**src/rtl/ps2_pkg.sv**
```systemverilog
// Shared types and constants for the PS/2 host transmit path.
package ps2_pkg;

    typedef enum logic [2:0] {
        ST_IDLE,
        ST_INHIBIT,
        ST_RTS,
        ST_XFER,
        ST_ACK,
        ST_WAIT_IDLE
    } ps2_state_t;

    // Start + 8 data + parity + stop.
    localparam int unsigned PS2_FRAME_BITS = 11;
    // Device-clock fall on which the device drives its ACK bit.
    localparam int unsigned PS2_ACK_FALL   = 11;

    // PS/2 uses odd parity over the data byte.
    function automatic logic ps2_odd_parity(input logic [7:0] b);
        return ~^b;
    endfunction

endpackage

```
**src/rtl/ps2_line_filter.sv**
```systemverilog
// Conditions the raw PS/2 pins: 2-flop synchronizers on clock and data,
// a consecutive-sample glitch filter on the clock, and a falling-edge pulse.
module ps2_line_filter
    import ps2_pkg::*;
#(
    parameter int unsigned FILTER_LEN = 8
) (
    input  logic clk,
    input  logic reset,
    input  logic clk_in,
    input  logic data_in,
    output logic clk_f,
    output logic fall,
    output logic data_s
);

    localparam int unsigned CNT_W = (FILTER_LEN > 1) ? $clog2(FILTER_LEN) : 1;

    logic             clk_s1_q, clk_s1_d;
    logic             clk_s2_q, clk_s2_d;
    logic             data_s1_q, data_s1_d;
    logic             data_s2_q, data_s2_d;
    logic             clk_f_q, clk_f_d;
    logic             fall_q, fall_d;
    logic [CNT_W-1:0] cnt_q, cnt_d;

    // Synchronizer shift and filter: flip clk_f after FILTER_LEN differing samples.
    always_comb begin
        clk_s1_d  = clk_in;
        clk_s2_d  = clk_s1_q;
        data_s1_d = data_in;
        data_s2_d = data_s1_q;
        clk_f_d   = clk_f_q;
        fall_d    = 1'b0;
        cnt_d     = '0;
        if (clk_s2_q != clk_f_q) begin
            if (cnt_q == CNT_W'(FILTER_LEN - 1)) begin
                clk_f_d = clk_s2_q;
                fall_d  = clk_f_q;
            end else begin
                cnt_d = cnt_q + 1'b1;
            end
        end
    end

    // Register update; idle PS/2 lines are high, so flops reset to 1.
    always_ff @(posedge clk) begin
        if (reset) begin
            clk_s1_q  <= 1'b1;
            clk_s2_q  <= 1'b1;
            data_s1_q <= 1'b1;
            data_s2_q <= 1'b1;
            clk_f_q   <= 1'b1;
            fall_q    <= 1'b0;
            cnt_q     <= '0;
        end else begin
            clk_s1_q  <= clk_s1_d;
            clk_s2_q  <= clk_s2_d;
            data_s1_q <= data_s1_d;
            data_s2_q <= data_s2_d;
            clk_f_q   <= clk_f_d;
            fall_q    <= fall_d;
            cnt_q     <= cnt_d;
        end
    end

    assign clk_f  = clk_f_q;
    assign fall   = fall_q;
    assign data_s = data_s2_q;

endmodule

```
**src/rtl/ps2_host_tx.sv**
```systemverilog
// Host-to-device PS/2 transmitter: request-to-send, clocked-out frame,
// ACK check and timeout, driving the open-drain lines via output enables.
module ps2_host_tx
    import ps2_pkg::*;
#(
    parameter int unsigned INHIBIT_CYCLES = 2700,
    parameter int unsigned TIMEOUT_CYCLES = 405000,
    parameter int unsigned FILTER_LEN     = 8
) (
    input  logic       clk,
    input  logic       reset,
    input  logic       ps2_clk_in,
    input  logic       ps2_data_in,
    output logic       ps2_clk_oe,
    output logic       ps2_data_oe,
    input  logic [7:0] tx_data,
    input  logic       tx_valid,
    output logic       tx_ready,
    output logic       busy,
    output logic       done,
    output logic       error
);

    localparam int unsigned CYC_MAX = (TIMEOUT_CYCLES > INHIBIT_CYCLES) ? TIMEOUT_CYCLES : INHIBIT_CYCLES;
    localparam int unsigned CYC_W   = $clog2(CYC_MAX + 1);
    localparam int unsigned SHIFT_W = PS2_FRAME_BITS - 1;

    ps2_state_t         state_q, state_d;
    logic [SHIFT_W-1:0] shift_q, shift_d;
    logic [3:0]         bit_cnt_q, bit_cnt_d;
    logic [CYC_W-1:0]   cyc_q, cyc_d;
    logic               clk_oe_q, clk_oe_d;
    logic               data_oe_q, data_oe_d;
    logic               done_q, done_d;
    logic               error_q, error_d;

    logic clk_f, fall, data_s;
    logic accept, timed, expired;

    ps2_line_filter #(
        .FILTER_LEN(FILTER_LEN)
    ) u_line_filter (
        .clk     (clk),
        .reset   (reset),
        .clk_in  (ps2_clk_in),
        .data_in (ps2_data_in),
        .clk_f   (clk_f),
        .fall    (fall),
        .data_s  (data_s)
    );

    assign tx_ready = (state_q == ST_IDLE);
    assign busy     = (state_q != ST_IDLE);
    assign accept   = tx_valid && tx_ready;
    assign timed    = (state_q == ST_XFER) || (state_q == ST_ACK) || (state_q == ST_WAIT_IDLE);
    assign expired  = timed && (cyc_q == '0);

    // Next-state, datapath and registered-output computation.
    always_comb begin
        state_d   = state_q;
        shift_d   = shift_q;
        bit_cnt_d = bit_cnt_q;
        cyc_d     = cyc_q;
        data_oe_d = data_oe_q;
        done_d    = 1'b0;
        error_d   = 1'b0;

        if (timed && !expired) begin
            cyc_d = cyc_q - 1'b1;
        end

        case (state_q)
            ST_IDLE: begin
                data_oe_d = 1'b0;
                if (accept) begin
                    shift_d   = {1'b1, ps2_odd_parity(tx_data), tx_data};
                    bit_cnt_d = '0;
                    cyc_d     = CYC_W'(INHIBIT_CYCLES - 1);
                    state_d   = ST_INHIBIT;
                end
            end
            ST_INHIBIT: begin
                if (cyc_q == '0) begin
                    data_oe_d = 1'b1;
                    state_d   = ST_RTS;
                end else begin
                    cyc_d = cyc_q - 1'b1;
                end
            end
            ST_RTS: begin
                data_oe_d = 1'b1;
                cyc_d     = CYC_W'(TIMEOUT_CYCLES - 1);
                state_d   = ST_XFER;
            end
            ST_XFER: begin
                if (fall) begin
                    data_oe_d = ~shift_q[0];
                    shift_d   = {1'b1, shift_q[SHIFT_W-1:1]};
                    bit_cnt_d = bit_cnt_q + 1'b1;
                    if (bit_cnt_q == 4'(PS2_ACK_FALL - 2)) begin
                        state_d = ST_ACK;
                    end
                end
            end
            ST_ACK: begin
                if (fall) begin
                    done_d    = ~data_s;
                    error_d   = data_s;
                    bit_cnt_d = bit_cnt_q + 1'b1;
                    state_d   = ST_WAIT_IDLE;
                end
            end
            ST_WAIT_IDLE: begin
                data_oe_d = 1'b0;
                if (clk_f && data_s) begin
                    state_d = ST_IDLE;
                end
            end
            default: begin
                state_d = ST_IDLE;
            end
        endcase

        // Timeout takes priority over a same-cycle fall. In WAIT_IDLE the
        // byte has already reported done/error, so only the lines are released.
        if (expired) begin
            state_d   = ST_IDLE;
            data_oe_d = 1'b0;
            done_d    = 1'b0;
            error_d   = (state_q != ST_WAIT_IDLE);
        end

        clk_oe_d = (state_d == ST_INHIBIT) || (state_d == ST_RTS);
    end

    // State, datapath and output registers.
    always_ff @(posedge clk) begin
        if (reset) begin
            state_q   <= ST_IDLE;
            shift_q   <= '0;
            bit_cnt_q <= '0;
            cyc_q     <= '0;
            clk_oe_q  <= 1'b0;
            data_oe_q <= 1'b0;
            done_q    <= 1'b0;
            error_q   <= 1'b0;
        end else begin
            state_q   <= state_d;
            shift_q   <= shift_d;
            bit_cnt_q <= bit_cnt_d;
            cyc_q     <= cyc_d;
            clk_oe_q  <= clk_oe_d;
            data_oe_q <= data_oe_d;
            done_q    <= done_d;
            error_q   <= error_d;
        end
    end

    assign ps2_clk_oe  = clk_oe_q;
    assign ps2_data_oe = data_oe_q;
    assign done        = done_q;
    assign error       = error_q;

endmodule

```
**config.mk**
```make
export PLATFORM = sky130hd
export DESIGN_NAME = ps2_host_tx
export DESIGN_NICKNAME = d
export VERILOG_FILES = /design/src/rtl/ps2_pkg.sv /design/src/rtl/ps2_line_filter.sv /design/src/rtl/ps2_host_tx.sv
export SDC_FILE = /design/constraint.sdc
export NUM_CORES = 1
export LEC_CHECK = 0
export BUFFER_PORTS_ARGS = -buffer_cell sky130_fd_sc_hd__buf_2
export CAP_MARGIN = 20
export CORE_MARGIN = 4
export CORE_UTILIZATION = 55
export DETAILED_ROUTE_END_ITERATION = 8
export PLACE_DENSITY_LB_ADDON = 0.12
export SYNTH_ARGS = -nofsm -noshare
export SYNTH_HDL_FRONTEND = slang
export SYNTH_HIERARCHICAL = 1
export SYNTH_SLANG_ARGS = --single-unit
export TNS_END_PERCENT = 10
```
**constraint.sdc**
```tcl
create_clock -name clk -period 2.6 [get_ports clk]
set_input_delay 0.13 -clock clk [delete_from_list [all_inputs] [get_ports clk]]
set_output_delay 0.13 -clock clk [all_outputs]
set_load 0.03 [all_outputs]
```
==> results of run 1 <==
[repair_timing]
item | in CTS | in global routing
hold buffers | 1 | 0
setup buffers | 0 | 0
endpoints found under the hold margin | 1 | 0
[worst max path at each step]
stage,to,slack [ns],depth (start not counted)
after floorplan,shift_q[8],0.43,8
after global placement,cyc_q[16],0.39,9
after global routing,cyc_q[3],0.01,8
final,cyc_q[16],0.24,9
after detailed placement,cyc_q[16],0.33,9
after CTS,cyc_q[16],0.30,9
[kinds of logic after synthesis]
kind of cell	Yosys count
compound gates	101
fa+ha+maj	6
simple gates	153
buf+inv	33
xor+xnor	11
flops	49
mux	10
[cell usage in the layout, fill, tap and decap left out, drive strengths merged, types with 2 or more instances in the layout]
master and count:
nand2 20, a21oi 28, nand3b 2, a22oi 2, a221oi 4, nor4b 4, clkinv 2, a31oi 9
nor2 52, o21ai 32, nand3 10, inv 11, nor3b 3, and3 5, or3 4, o211ai 3
dfxtp 49, mux2i 10, a211oi 7, xnor2 8, nor2b 4, and2 6, nand2b 3, clkbuf 6
xor2 3, or2 6, buf 33, a2111oi 3, nor4 6, a311oi 3, nand4 4, nor3 16
ha 6
[routing by layer]
| layer | vias up | wire length [um] |
|---|---|---|
| li1 | 1357 | - |
| met1 | 1237 | 3197 |
| met2 | 101 | 3373 |
| met3 | 19 | 430 |
| met4 | 0 | 143 |
| met5 | - | 0 |
[registers in the layout, summed over array words and instances, names as in the netlist]
| register | cells |
|---|---|
| u_line_filter/clk_s1_q | 1 |
| u_line_filter/clk_s2_q | 1 |
| cyc_q | 19 |
| u_line_filter/data_s1_q | 1 |
| u_line_filter/clk_f | 1 |
| u_line_filter/cnt_q | 3 |
| bit_cnt_q | 4 |
| shift_q | 10 |
| ps2_data_oe | 1 |
| done | 1 |
| error | 1 |
| u_line_filter/data_s | 1 |
| u_line_filter/fall | 1 |
| ps2_clk_oe | 1 |
| state_q | 3 |
[through the flow]
stage	power, mW	util (%)	setup slack (ns)
global placement	2.660	62.26	0.3911
global route	3.519	64.74	0.01482
detailed placement	2.677	62.26	0.3257
finish	3.263	64.74	0.2367
CTS	3.239	64.74	0.2962
floorplan	2.277	-	0.4349
[where the power goes]
| group | total (mW) | leakage [nW] | internal (mW) | switching [mW] |
|---|---|---|---|---|
| registers | 1.09 | 0.401 | 0.896 | 0.192 |
| logic | 1.63 | 0.740 | 0.634 | 0.991 |
| clock network | 0.550 | 0.0554 | 0.289 | 0.260 |
[final cells by class]
cell class | instances | area (um^2) | area share, %
clock buffers | 6 | 72.57 | 2.297
clock inverters | 2 | 38.79 | 1.228
inverters | 12 | 45.04 | 1.426
multi-input cells | 281 | 1725 | 54.61
flip-flops and latches | 49 | 980.9 | 31.05
well taps | 67 | 83.83 | 2.653
repair buffers | 34 | 212.7 | 6.733
==> impl_metrics.env, run 1 <==
export IMPL_outcome="complete, no violations"
export IMPL_final_layout_size_suffix_gt1_share_pct=14.84
export IMPL_leakagePower_nw=1.196
export IMPL_area_growth_synth_to_final_pct=10.79
export IMPL_fin_area_um2=3159
export IMPL_cts_clk_slew_worst_paths_ns=0.09
export IMPL_rrSetupSlack_ns=0.24
export IMPL_required_ns=2.82
export IMPL_yosys_area_share_simple_pct=28.74
export IMPL_ys_ff_latch=49
export IMPL_grt_pass1_wl_mm=12.36
export IMPL_die_width_um=80.01
export IMPL_rsz0062_at_grt="false"
export IMPL_synth_area_leaders="dfxtp_1, nor2_1, o21ai_0, a21oi_1, mux2i_1"
export IMPL_syn_inst=363
export IMPL_p_per_area_nw_per_um2=1033
export IMPL_cap_violations=0
export IMPL_ios=19
export IMPL_core_area_um2=4880
export IMPL_num_fill_cells=446
export IMPL_post_place_cells=442
export IMPL_top_usage_layer="met2"
export IMPL_clock_root_buffer="clkbuf_8"
export IMPL_yosys_area_top_type="dfxtp_1"
export IMPL_grt_use_met1_pct=30.01
export IMPL_syn_mean_instance_area_um2=7.855
export IMPL_synthMuxAreaShare_pct=3.510
export IMPL_peakVddDrop_v=0.0004664
export IMPL_yosysTopAreaCellShare_pct=34.40
export IMPL_yosys_warnings=6
export IMPL_grt_use_met3_pct=5.982
export IMPL_drt_iter0_drc=364
export IMPL_yosysSeqAreaShare_pct=34.40
export IMPL_placed_cell_area_um2=3038
export IMPL_numCtsBuffers=5
export IMPL_place_hpwl_mm=5.059
export IMPL_slowest_delay_ns=0.55
export IMPL_maxSlewHeadroom_pct=56.11
export IMPL_die_h_um=80.01
export IMPL_final_cells=451
export IMPL_synth_common_cells="nor2_1, dfxtp_1, o21ai_0"
export IMPL_yosysMostFrequentCell="nor2_1"
export IMPL_critical_path_startpoint="cyc_q[1]"
export IMPL_synth_cell_types=62
export IMPL_die_area_um2=6401
export IMPL_io_buffers=18
export IMPL_hp_class="primary input to flip-flop"
export IMPL_synth_area_um2=2851
export IMPL_wl_per_cell_um=15.84
export IMPL_r2r_start="cyc_q[1]"
export IMPL_synth_xor_area_share_pct=3.379
export IMPL_start_kind="flip-flop"
export IMPL_row_count=25
export IMPL_worstPathCellList="inv_1 -> ha_1 -> nand2b_1 -> nor4_1 -> and3_1 -> buf_4 -> nor3_1 -> a21oi_1 -> a221oi_2"
export IMPL_tns_ns=0
export IMPL_period_share_pct=90.89
export IMPL_ctsLongestPathBuffers=2
export IMPL_synth_nets=382
export IMPL_firstDrtPassIters=5
export IMPL_crit_type="flip-flop to flip-flop"
export IMPL_clock_sinks=49
export IMPL_grt_pass1_vias=2636
export IMPL_grt_max_degree=25
export IMPL_finalWirelength_mm=7.144
export IMPL_min_to="u_line_filter/clk_s1_q"
export IMPL_drt_vias_per_instance=6.018
export IMPL_synth_fa_ha_area_share_pct=2.633
export IMPL_critPathTopFamily="simple AND/OR/NAND/NOR gates"
export IMPL_drc=0
export IMPL_worst_slew_pin_slew_ns=0.6533
export IMPL_antenna_cells=0
export IMPL_async_flop_share_pct=0
export IMPL_cp_end_kind="flip-flop"
export IMPL_fmax_mhz=423.1
export IMPL_ctsResizeCount=0
export IMPL_setup_viol=0
export IMPL_regToRegEndpoint="cyc_q[16]"
export IMPL_synth_compound_area_share_pct=22.25
export IMPL_drv_slew=0
export IMPL_clk_latency_ns=0.30
export IMPL_synth_top_family_by_area="simple AND/OR/NAND/NOR gates"
export IMPL_skew_ns=0.003940
export IMPL_grtUsageMet2_pct=39.65
export IMPL_critPathSlowestCell="nor3_1"
export IMPL_min_path_cells=2
export IMPL_nets=402
export IMPL_cp_arrival_ns=2.59
export IMPL_start_util_pct=58.44
export IMPL_vias=2714
export IMPL_hold_slack_ns=0.008739
export IMPL_grt_antenna_before_repair=0
export IMPL_path_buf_inv=2
export IMPL_ff2ff_path_depth=9
export IMPL_grt_overflow=0
export IMPL_htreeDepth=2
export IMPL_synth_edf_count=0
export IMPL_antenna_left=0
export IMPL_post_route_min_period_ns=2.363
export IMPL_cts_tree="done"
export IMPL_synth_ff_type="dfxtp_1"
export IMPL_gp_congestion=0.9940
export IMPL_hold_path_startpoint="ps2_clk_in"
export IMPL_hold_viol_final=0
export IMPL_cp_max_fo=12
export IMPL_grtUsageTotal_pct=24.14
(Power assumes the default switching activity.)
==> run 2, diff against run 1 <==
--- a/config.mk
+++ b/config.mk
@@ -7,8 +7,7 @@
 export LEC_CHECK = 0
 export BUFFER_PORTS_ARGS = -buffer_cell sky130_fd_sc_hd__buf_2
 export CAP_MARGIN = 20
-export CORE_MARGIN = 4
-export CORE_UTILIZATION = 55
+export CORE_UTILIZATION = 40
 export DETAILED_ROUTE_END_ITERATION = 8
 export PLACE_DENSITY_LB_ADDON = 0.12
 export SYNTH_ARGS = -nofsm -noshare
==> run 2 against run 1 <==
Effect of this change: combinational power is essentially flat; clock power grew 5.5%; die area grew 17%; worst hold slack gained 0.19 ns; maximum frequency grew 2.3%; critical path depth shrank 1; setup slack gained 0.054 ns; register-to-register slack gained 0.05 ns; critical path type unchanged; highest routed layer unchanged.
==> impl_metrics.env, run 2 (synthesis results as in run 1) <==
export IMPL_outcome="complete, no violations"
export IMPL_worst_slew_pin_slew_ns=0.7062
export IMPL_r2r_start="cyc_q[0]"
export IMPL_final_cells=483
export IMPL_row_count=30
export IMPL_leakagePower_nw=1.214
export IMPL_fmax_mhz=433.0
export IMPL_antenna_left=0
export IMPL_nets=405
export IMPL_skew_ns=0.01107
export IMPL_drt_vias_per_instance=5.629
export IMPL_top_regs="cyc_q: 19 flops, shift_q: 10 flops, bit_cnt_q: 4 flops"
export IMPL_layout_commonest_cell="nor2_1"
export IMPL_io_buffers=18
export IMPL_peakVddDrop_v=0.0003968
export IMPL_top_register="cyc_q"
export IMPL_htreeDepth=2
export IMPL_placed_cell_area_um2=3089
export IMPL_grt_pass1_wl_mm=12.21
export IMPL_drc=0
export IMPL_critical_path_startpoint="cyc_q[0]"
export IMPL_tns_ns=0
export IMPL_post_place_cells=473
export IMPL_firstDrtPassIters=5
export IMPL_cts_clk_slew_worst_paths_ns=0.10
export IMPL_core_area_um2=6832
export IMPL_wl_per_cell_um=15.07
export IMPL_area_growth_synth_to_final_pct=13.12
export IMPL_die_width_um=86.43
export IMPL_numCtsBuffers=5
export IMPL_hold_slack_ns=0.1983
export IMPL_clock_sinks=49
export IMPL_vias=2719
export IMPL_fin_ws_ns=0.2903
export IMPL_grt_overflow=0
export IMPL_grt_max_degree=30
export IMPL_cts_tree="done"
export IMPL_die_area_um2=7470
export IMPL_hp_class="primary input to flip-flop"
export IMPL_grt_pass1_vias=2453
export IMPL_ctsLongestPathBuffers=2
export IMPL_final_layout_size_suffix_gt1_share_pct=15.50
export IMPL_post_route_min_period_ns=2.310
export IMPL_drv_slew=0
export IMPL_cp_endpoint="cyc_q[16]"
export IMPL_rrSetupSlack_ns=0.29
export IMPL_final_cell_mix="nor2_1, dfxtp_1, o21ai_0, a21oi_1, nand2_1"
export IMPL_grt_antenna_before_repair=0
export IMPL_clk_latency_ns=0.31
export IMPL_cp_arrival_ns=2.54
export IMPL_start_util_pct=41.74
export IMPL_period_share_pct=88.83
export IMPL_ios=19
export IMPL_largest_reg_flops=19
export IMPL_pre_cts_slack_ns=0.3483
export IMPL_antenna_cells=0
export IMPL_cp_max_fo=11
export IMPL_regToRegEndpoint="cyc_q[16]"
export IMPL_required_ns=2.83
export IMPL_fin_area_um2=3226
export IMPL_hold_viol_final=0
export IMPL_fin_util_pct=47.22
export IMPL_grtUsageTotal_pct=20.58
export IMPL_ff2ff_path_depth=8
export IMPL_place_hpwl_mm=5.281
export IMPL_drt_iter0_drc=258
export IMPL_crit_type="flip-flop to flip-flop"
export IMPL_finalWirelength_mm=7.280
export IMPL_cap_violations=0
export IMPL_clock_root_buffer="clkbuf_8"
export IMPL_maxSlewHeadroom_pct=52.56
export IMPL_rsz0062_at_grt="false"
export IMPL_setup_viol=0
export IMPL_die_h_um=86.43
export IMPL_cp_end_kind="flip-flop"
export IMPL_gp_congestion=0.9092
export IMPL_start_kind="flip-flop"
export IMPL_power_mw=3.310
export IMPL_p_per_area_nw_per_um2=1026
run 2: changes by cell type in the layout (fill, tap and decap cells not counted):
cell,before,now
buf_4,15,17
clkbuf_1,1,0
clkinv_4,1,0
dlygate4sd3_1,1,2
inv_6,0,2
run 2: report_power, final:
part | switching, mW | internal, mW
Clock | 0.286 | 0.294
Sequential | 0.197 | 0.896
Combinational | 0.986 | 0.651
Total | 1.47 | 1.84
run 2: worst min-delay path by stage:
stage                     start                      end  slack (ns)  cells past startpoint
CTS                  tx_data[1]               shift_q[1]        0.19                      5
detailed placement   ps2_clk_in   u_line_filter/clk_s1_q        0.32                      2
global route         tx_data[0]               shift_q[0]        0.22                      5
floorplan                 reset   u_line_filter/cnt_q[0]        0.21                      1
finish               tx_data[6]               shift_q[6]        0.20                      5
global placement    ps2_data_in  u_line_filter/data_s1_q        0.31                      2
run 2: routing by layer:
layer	GRT usage (%)	vias to the layer above	part of all wire (%)
met5	0	-	0
met4	6.364	0	2.1
met3	3.333	12	4.1
met2	33.77	71	46
met1	27.72	1274	48
li1	-	1362	-
run 2: cell type report:
cell class	instances	area, um^2
clock buffers	5	68.82
clock inverters	3	47.55
fillers	728	3606
inverters	12	45.04
multi-input cells	281	1725
flip-flops and latches	49	980.9
well taps	96	120.1
repair buffers	37	237.7
run 2: repair_timing:
action                                 CTS  global route
hold buffers                             2             0
endpoints found under the hold margin    2             0
gates resized for setup                  0             0
setup buffers                            0             0
run 2: critical path: stages (launching register included):
cell      delay (ns)
dfxtp_1         0.40
inv_1           0.11
ha_1            0.22
nand2b_1        0.07
nor4_1          0.07
and3_1          0.34
nor3_1          0.64
a21oi_1         0.18
a221oi_2        0.22
==> run 3, diff against run 2 <==
==> constraint.sdc (replaced) <==
create_clock -name clk -period 2.6 [get_ports clk]
set_input_delay 0.78 -clock clk [delete_from_list [all_inputs] [get_ports clk]]
set_output_delay 0.78 -clock clk [all_outputs]
set_load 0.03 [all_outputs]
==> run 3 against run 2 <==
Effect of this change: die area stayed put; non-clock buffer count is 2 higher; flip-flop and latch count stayed put; cell count is 0.41% higher; core utilization is 0.15 points higher; clock power is 3% higher; sequential power hardly changed; combinational power is 3% higher.
==> impl_metrics.env, run 3 (synthesis results as in run 1) <==
export IMPL_outcome="complete, no violations"
export IMPL_crit_type="flip-flop to output pin"
export IMPL_ctsResizeCount=0
export IMPL_wl_per_cell_um=15.94
export IMPL_grt_pass1_vias=2601
export IMPL_grt_overflow=0
export IMPL_core_area_um2=6832
export IMPL_period_share_pct=95.51
export IMPL_io_buffers=18
export IMPL_grt_pass1_wl_mm=13.12
export IMPL_clock_root_buffer="clkbuf_8"
export IMPL_drv_slew=0
export IMPL_required_ns=1.82
export IMPL_num_fill_cells=714
export IMPL_p_per_area_nw_per_um2=1044
export IMPL_place_hpwl_mm=5.638
export IMPL_cp_end_kind="output pin"
export IMPL_row_count=30
export IMPL_fmax_mhz=402.7
export IMPL_die_h_um=86.43
export IMPL_post_route_min_period_ns=2.483
export IMPL_vias=2784
export IMPL_tns_ns=0
export IMPL_antenna_left=0
export IMPL_start_kind="flip-flop"
export IMPL_pre_cts_slack_ns=0.3427
export IMPL_top_register="cyc_q"
export IMPL_nets=407
export IMPL_cts_clk_slew_worst_paths_ns=0.11
export IMPL_firstDrtPassIters=5
export IMPL_ctsLongestPathBuffers=2
export IMPL_setup_viol=0
export IMPL_cts_tree="done"
export IMPL_peakVddDrop_v=0.0004023
export IMPL_numCtsBuffers=5
export IMPL_clk_latency_ns=0.33
export IMPL_area_growth_synth_to_final_pct=13.47
export IMPL_worst_slew_pin_slew_ns=0.7671
export IMPL_grtUsageTotal_pct=22.62
export IMPL_htreeDepth=2
export IMPL_clock_sinks=49
export IMPL_die_width_um=86.43
export IMPL_gp_congestion=0.8835
export IMPL_start_util_pct=41.74
export IMPL_hold_viol_final=0
export IMPL_rsz0062_at_grt="false"
export IMPL_top_regs="cyc_q: 19 flops, shift_q: 10 flops, bit_cnt_q: 4 flops"
export IMPL_drc=0
export IMPL_drt_vias_per_instance=5.740
export IMPL_finalWirelength_mm=7.730
export IMPL_largest_reg_flops=19
export IMPL_cp_arrival_ns=1.70
export IMPL_final_cell_mix="nor2_1, dfxtp_1, o21ai_0, a21oi_1, buf_4"
export IMPL_grt_max_degree=29
export IMPL_fin_ws_ns=0.1167
export IMPL_ios=19
export IMPL_die_area_um2=7470
export IMPL_layout_commonest_cell="nor2_1"
export IMPL_antenna_cells=0
export IMPL_maxSlewHeadroom_pct=48.47
export IMPL_regArea_um2=980.9
export IMPL_multiInputGateArea_um2=1725
export IMPL_postCtsHoldBufs=0
export IMPL_cap_violations=0
export IMPL_drt_iter0_drc=215
export IMPL_leakagePower_nw=1.225
export IMPL_post_cts_setup_buffers=0
export IMPL_hp_class="flip-flop to flip-flop"
export IMPL_cp_max_fo=12
export IMPL_final_layout_size_suffix_gt1_share_pct=16.45
export IMPL_grt_antenna_before_repair=0
export IMPL_skew_ns=0.01435
[run 3: cell types whose count changed in the layout (fill, tap and decap cells not counted)]
| cell | delta |
|---|---|
| buf_4 | +4 |
| dlygate4sd3_1 | -2 |
[run 3: worst paths after layout]
path | startpoint | slack, ns | endpoint | cells after the start
setup reg to reg | cyc_q[0] | 0.24 | cyc_q[12] | 8
hold reg to reg | u_line_filter/data_s1_q | 0.42 | u_line_filter/data_s | 1
setup / recovery | state_q[1] | 0.12 | tx_ready | 4
hold / removal | u_line_filter/data_s1_q | 0.42 | u_line_filter/data_s | 1
[run 3: area by class of cell]
cell class                      instances  share of cell area [%]
Multi-Input combinational cell        281                   53.33
Sequential cell                        49                   30.32
Timing Repair Buffer                   39                   7.657
Tap cell                               96                   3.712
Clock buffer                            5                   2.127
Clock inverter                          3                   1.469
Inverter                               12                   1.392
[run 3: power by group]
part,total [mW],internal [mW],leakage (nW),switching [mW]
clock network,0.595,0.294,0.0591,0.301
logic,1.69,0.675,0.765,1.02
registers,1.09,0.896,0.401,0.193
[run 3: per-layer routing]
layer	up-vias	wire (um)	global-route usage, %
met5	-	0	0
met4	0	192	9.697
met3	22	280	3.238
met2	88	3592	37.16
met1	1311	3665	29.64
li1	1363	-	-
[run 3: metrics by stage]
step / hold WS [ns] / util (%) / instances / total power [mW] / instance area (um^2)
2_1_floorplan: 0.3895 / - / 363 / 2.277 / 2851
3_3_place_gp: 0.3916 / 45.66 / 477 / 2.755 / 3119
3_5_place_dp: 0.3928 / 45.66 / 477 / 2.757 / 3119
4_1_cts: 0.4189 / 47.36 / 485 / 3.364 / 3236
5_1_grt: 0.4365 / 47.36 / 485 / 3.629 / 3236
6_report: 0.4183 / 47.36 / 485 / 3.377 / 3236
[run 3: worst max-delay path, stage by stage, from the launching register on]
cell and delay [ns]:
dfxtp_1 0.63, inv_1 0.27, nand3_1 0.19, inv_1 0.10, buf_2 0.19
